--- config.mk ---
export PLATFORM = sky130hd
export DESIGN_NAME = npc_lsu
export DESIGN_NICKNAME = d
export VERILOG_FILES = /design/src/rtl/npc_lsu_pkg.sv /design/src/rtl/npc_lsu_align.sv /design/src/rtl/npc_lsu.sv
export SDC_FILE = /design/constraint.sdc
export NUM_CORES = 1
export LEC_CHECK = 0
export CAP_MARGIN = 20
export CELL_PAD_IN_SITES_DETAIL_PLACEMENT = 0
export CELL_PAD_IN_SITES_GLOBAL_PLACEMENT = 2
export CORE_AREA = 2 2 246 309
export DETAILED_ROUTE_END_ITERATION = 8
export DIE_AREA = 0 0 248 311
export GPL_TIMING_DRIVEN = 0
export PLACE_DENSITY_LB_ADDON = 0.1
export SYNTH_ARGS = -nofsm -noshare
export SYNTH_HDL_FRONTEND = slang
export SYNTH_HIERARCHICAL = 1
export SYNTH_SLANG_ARGS = --single-unit
--- constraint.sdc ---
create_clock -name clk -period 3.81 [get_ports clk]
set_input_delay 0.762 -clock clk [delete_from_list [all_inputs] [get_ports clk]]
set_output_delay 0.762 -clock clk [all_outputs]
set_load 0.02 [all_outputs]
--- src/rtl/npc_lsu_pkg.sv ---
// Shared types for the NPC load/store unit: access sizes and FSM states.
package npc_lsu_pkg;

    typedef enum logic [1:0] {SZ_B, SZ_H, SZ_W, SZ_D} lsu_size_e;

    typedef enum logic [1:0] {ST_IDLE, ST_BEAT0, ST_BEAT1, ST_RESP} lsu_state_e;

    // Byte-enable pattern for an access of the given size at offset 0.
    function automatic logic [7:0] size_mask(lsu_size_e s);
        case (s)
            SZ_B:    return 8'h01;
            SZ_H:    return 8'h03;
            SZ_W:    return 8'h0F;
            default: return 8'hFF;
        endcase
    endfunction

endpackage

--- src/rtl/npc_lsu_align.sv ---
// Byte-lane steering for the LSU: 128-bit write shift and mask, read merge/shift/extend.
module lsu_align
    import npc_lsu_pkg::*;
(
    input  lsu_size_e     size,
    input  logic          zext,
    input  logic [2:0]    off,
    input  logic [63:0]   wdata,
    input  logic [63:0]   lo,
    input  logic [63:0]   hi,
    output logic [15:0]   bmask,
    output logic [127:0]  wshift,
    output logic [63:0]   rdata
);

    logic [5:0]   sh;
    logic [127:0] rshift;

    assign sh     = {off, 3'b000};
    assign bmask  = {8'h00, size_mask(size)} << off;
    assign wshift = {64'h0, wdata} << sh;
    assign rshift = {hi, lo} >> sh;

    always_comb begin
        rdata = rshift[63:0];
        case (size)
            SZ_B:    rdata = zext ? {56'h0, rshift[7:0]}  : {{56{rshift[7]}},  rshift[7:0]};
            SZ_H:    rdata = zext ? {48'h0, rshift[15:0]} : {{48{rshift[15]}}, rshift[15:0]};
            SZ_W:    rdata = zext ? {32'h0, rshift[31:0]} : {{32{rshift[31]}}, rshift[31:0]};
            default: rdata = rshift[63:0];
        endcase
    end

endmodule

--- src/rtl/npc_lsu.sv ---
// NPC load/store unit driving the 8-byte-aligned simulation memory port.
// LSU_MISALIGN_EN: split line-crossing accesses into two beats instead of faulting.
module npc_lsu
    import npc_lsu_pkg::*;
#(
    parameter int ADDR_W = 64,
    parameter int DATA_W = 64
) (
    input  logic              clk,
    input  logic              rst,
    input  logic              req_valid,
    output logic              req_ready,
    input  logic              req_write,
    input  logic [1:0]        req_size,
    input  logic              req_unsigned,
    input  logic [ADDR_W-1:0] req_addr,
    input  logic [DATA_W-1:0] req_wdata,
    output logic              resp_valid,
    input  logic              resp_ready,
    output logic [DATA_W-1:0] resp_rdata,
    output logic              resp_err,
    output logic [ADDR_W-1:0] mem_raddr,
    output logic              mem_read,
    output logic [ADDR_W-1:0] mem_waddr,
    output logic [DATA_W-1:0] mem_wdata,
    output logic [7:0]        mem_wmask,
    output logic              mem_write,
    input  logic [DATA_W-1:0] mem_rdata
);

    lsu_state_e        state;
    logic              wr_q;
    lsu_size_e         size_q;
    logic              zext_q;
    logic [ADDR_W-1:0] addr_q;
    logic [DATA_W-1:0] wdata_q;
    logic [DATA_W-1:0] lo_q;
    logic              cross_q;

    lsu_size_e         al_size;
    logic [2:0]        al_off;
    logic [DATA_W-1:0] al_lo;
    logic [15:0]       bmask;
    logic [127:0]      wshift;
    logic [DATA_W-1:0] ld_data;
    logic              cross_now;
    logic [ADDR_W-1:0] base;

    // While idle the aligner looks at the incoming request so the crossing
    // decision is available on the accept edge.
    assign al_size   = (state == ST_IDLE) ? lsu_size_e'(req_size) : size_q;
    assign al_off    = (state == ST_IDLE) ? req_addr[2:0] : addr_q[2:0];
    assign al_lo     = (state == ST_BEAT0) ? mem_rdata : lo_q;
    assign cross_now = |bmask[15:8];
    assign base      = {addr_q[ADDR_W-1:3], 3'b000};

    lsu_align u_align (
        .size   (al_size),
        .zext   (zext_q),
        .off    (al_off),
        .wdata  (wdata_q),
        .lo     (al_lo),
        .hi     (mem_rdata),
        .bmask  (bmask),
        .wshift (wshift),
        .rdata  (ld_data)
    );

    assign req_ready  = (state == ST_IDLE);
    assign resp_valid = (state == ST_RESP);

    always_ff @(posedge clk) begin
        if (rst) begin
            state      <= ST_IDLE;
            wr_q       <= 1'b0;
            size_q     <= SZ_B;
            zext_q     <= 1'b0;
            addr_q     <= '0;
            wdata_q    <= '0;
            lo_q       <= '0;
            cross_q    <= 1'b0;
            resp_rdata <= '0;
            resp_err   <= 1'b0;
        end else begin
            case (state)
                ST_IDLE: begin
                    if (req_valid) begin
                        wr_q    <= req_write;
                        size_q  <= lsu_size_e'(req_size);
                        zext_q  <= req_unsigned;
                        addr_q  <= req_addr;
                        wdata_q <= req_wdata;
                        cross_q <= cross_now;
`ifdef LSU_MISALIGN_EN
                        state   <= ST_BEAT0;
`else
                        if (cross_now) begin
                            state      <= ST_RESP;
                            resp_rdata <= '0;
                            resp_err   <= 1'b1;
                        end else begin
                            state <= ST_BEAT0;
                        end
`endif
                    end
                end
                ST_BEAT0: begin
                    lo_q <= mem_rdata;
                    if (cross_q) begin
                        state <= ST_BEAT1;
                    end else begin
                        state      <= ST_RESP;
                        resp_rdata <= wr_q ? '0 : ld_data;
                        resp_err   <= 1'b0;
                    end
                end
                ST_BEAT1: begin
                    state      <= ST_RESP;
                    resp_rdata <= wr_q ? '0 : ld_data;
                    resp_err   <= 1'b0;
                end
                default: begin
                    if (resp_ready) state <= ST_IDLE;
                end
            endcase
        end
    end

    always_comb begin
        mem_read  = 1'b0;
        mem_raddr = '0;
        mem_write = 1'b0;
        mem_waddr = '0;
        mem_wdata = '0;
        mem_wmask = 8'h00;
        if (state == ST_BEAT0 || state == ST_BEAT1) begin
            if (wr_q) begin
                mem_write = 1'b1;
                if (state == ST_BEAT0) begin
                    mem_waddr = base;
                    mem_wmask = bmask[7:0];
                    mem_wdata = wshift[63:0];
                end else begin
                    mem_waddr = base + ADDR_W'(8);
                    mem_wmask = bmask[15:8];
                    mem_wdata = wshift[127:64];
                end
            end else begin
                mem_read  = 1'b1;
                mem_raddr = (state == ST_BEAT0) ? base : base + ADDR_W'(8);
            end
        end
    end

endmodule

==> results.yml <==
status:
  status: "complete, but fails checks"
  violations: "setup timing"
final_layout:
  layout.cells.non_filler: 4046
  area_delta_synth_final_pct: 52.8
  drive_gt1_frac: 0.279
  fin_nets: 3254
cts:
  clock_latency_ns: 0.58
  clk_path_buf_depth: 3
  numCtsBuffers: 34
  clk_pin_slew_ns: 0.06
  htree_levels: 2
  cts_tree: "done"
  cts-root-buf: "clkbuf_16"
  clock_sinks: 264
power_and_ir_drop:
  p_switching_w: 0.0102
  netSwitchingFraction: 0.471
  seqPwrFrac: 0.175
  report.power.total_w: 0.0217
  intPower_w: 0.0115
  clock_power_share: 0.164
  p_leak_nw: 11.1
  p_comb_frac: 0.661
  ir_drop_uv: 382
  power_density_mw_per_mm2: 741
grt:
  antenna_found_initial: 8
  grt_use_total: 0.267
  grt_pass1_vias: 20900
  grt_remaining_overflow: 0
  grt_max_degree: 15
  grt_pass1_wl_um: 149000
critical_path:
  setup.worst_path.end_class: "output port"
  crit_arrival_ns: 3.21
  path_cells: "inv_2 > ha_4 > mux2_4 > buf_12 > buf_12 > buf_16 > mux2i_4 > nand2_1 > a21oi_1 > o21ba_2 > mux2i_1 > nor2_2 > buf_6"
  path_max_fanout: 7
  cpMaxStageDelayCell: "mux2_4"
  cp.required_ns: 3.05
  cp_common_cell: "buf_12"
  startpoint_type: "register"
  crit_family: "multiplexers"
  max_stage_delay_ns: 0.42
  reg2reg_from: "state[1]"
  ff2ff_setup_slack_ns: 0.09
  crit_type: "reg -> out"
  crit_start: "state[0]"
  critical_path.n_buffers_inverters: 5
synth:
  synth-seq-cells: 264
  ys_types: 65
  seq_area_frac_synth: 0.276
  yosysTopAreaCell: "dfxtp_1"
  synth_ff_type: "dfxtp_1"
  synth-edff-count: 0
  netlist_area_mm2: 0.0192
  yosysTopAreaCellShare: 0.276
  yosys_warnings: 6
  syn_inst: 2463
  synth.area.top_cells: "dfxtp_1, mux2i_1, nand2_1"
  async_flop_share: 0
  syn_area_per_cell_um2: 7.78
sta:
  rsz0062_at_grt: "true"
  setup_viol: 42
  layout_setup_ws_ns: -0.163
  finalHoldViolations: 0
  slew_violations: 0
  relSlewSlack: 0.342
  tightest_slew_ns: 0.987
  fin_crit_sh: 1.04
  holdWs_ns: 0.459
  fmax_mhz: 252
  fin_crit_ns: 3.97
  skew_ns: 0.0261
  finalSetupTns_ns: -3.72
place:
  dpl.cell_count: 3908
  port_buffers: 461
  gp_congestion: 0.992
  dp_hpwl_um: 87400
  dpl_worst_slack_ns: -2.68
detailed_routing:
  antenna_left: 0
  vias_per_cell: 5.17
  wl_met3_um: 7360
  drt_iter0_drc: 1426
  wl_met2_um: 53800
  vias: 20900
  firstDrtPassIters: 5
  met1_length_um: 42700
  highest-signal-layer: "met5"
  remaining_drc_errors: 0
  wire_per_inst_um: 26.5
  drt_wl_total_um: 107000
worst_hold_path:
  min_path_type: "reg -> reg"
  min-delay-start: "size_q[1]"
job:
  cap_violations: 0
floorplan:
  rows: 112
  die_w_um: 248
  initial_utilization: 0.259
  fp.dieArea_mm2: 0.0771
  die_h_um: 311
  pin_count: 469
  core_area_mm2: 0.0741
==> sequential cells by signal, summed over array words and instances, names as in the netlist <==
register and flops:
addr_q 64, lo_q 64, resp_rdata 64, wdata_q 64, size_q 2, state 2
cross_q 1, resp_err 1, wr_q 1, zext_q 1
==> repair_timing <==
item	4_1_cts	5_1_grt
gates cloned	2	5
endpoints found under the hold margin	0	0
buffers inserted	35	53
setup endpoints to repair	263	260
gates resized for setup	815	404
hold buffers	0	0
pin swaps	36	78
==> stage by stage <==
stage           util  cell area [µm²]
2_1_floorplan      -            19200
3_3_place_gp   0.338            25100
3_5_place_dp   0.338            25100
4_1_cts        0.378            28000
5_1_grt        0.395            29300
6_report       0.395            29300
==> cell type report <==
class                      instances  area, µm²
fill                            7677      44900
multi-input combinational       1948      14400
sequential                       264       5340
timing repair buffer             556       5310
buffer                           216       1730
tap                              969       1210
clock buffer                      46        957
clock inverter                    14        245
inverter                          29        121
antenna                            4       10.0
==> cell usage after synthesis, types with 33 or more instances <==
cell type	number
and3_1	33
nand2b_1	65
dfxtp_1	264
nand2_1	439
nor2b_1	71
mux4_2	50
mux2i_1	207
nor2_1	254
nand3_1	92
clkbuf_1	150
a21oi_1	253
xnor2_1	39
nand4_1	35
o21ai_0	36
mux2_2	102
==> final timing paths <==
kind,endpoint,depth (start not counted)
worst max register to register,resp_rdata[32],14
worst min-delay path,size_q[1],2
worst min register to register,size_q[1],2
worst max-delay path,mem_wdata[7],13
==> logic make-up (layout without fill, tap and decap cells) <==
| group | after synthesis | in the layout | share of synthesized area |
|---|---|---|---|
| DFF | 264 | 264 | 0.276 |
| other | 2 | 19 | 0.000392 |
| xor gates and xnor gates | 47 | 47 | 0.0215 |
| buffers and inverters | 264 | 861 | 0.0662 |
| muxes | 362 | 362 | 0.229 |
| and+or+nand+nor | 1110 | 1110 | 0.276 |
| adders and majority gates | 5 | 5 | 0.00326 |
| AOI/OAI and AO/OA | 409 | 409 | 0.128 |
==> metal layers <==
layer / GRT usage / vias to the layer above
met4: 0.0747 / 10
li1: - / 9785
met1: 0.323 / 10100
met5: 0 / -
met2: 0.478 / 838
met3: 0.0486 / 150
==> layout by cell type (no fill, tap or decap), drive strengths merged, types with 16 or more instances in the layout <==
cell type      netlist  routed
and3                33      33
mux4                50      50
nand3               92      92
xnor2               39      39
dlygate4sd2          0      35
nor4                20      20
dlymetal6s2s         0      16
nand2              439     439
nand2b              65      65
mux2i              207     207
nor3                20      20
o21ai               43      43
clkbuf             150     202
inv                 27      29
a32oi               16      16
mux2               105     105
o22ai               16      16
nor2               254     254
a21oi              253     253
buf                 85     257
and2                23      23
dfxtp              264     264
nand4               57      57
nor2b               71      71
clkdlybuf4s50        0     304
==> tightest hold or removal path: stages, from the launching register on <==
cell and delay, ns:
dfxtp_1 0.31, nand2_1 0.05, a21oi_1 0.06
==> power groups by stage <==
stage               combinational [W]  clock, W  sequential [W]
finish                         0.0143   0.00355         0.00380
global route                   0.0151   0.00374         0.00386
CTS                            0.0133   0.00365         0.00378
detailed placement             0.0118         0         0.00376
global placement               0.0118         0         0.00374
floorplan                     0.00737         0         0.00369
No activity file was read; power rests on OpenSTA's default activity.
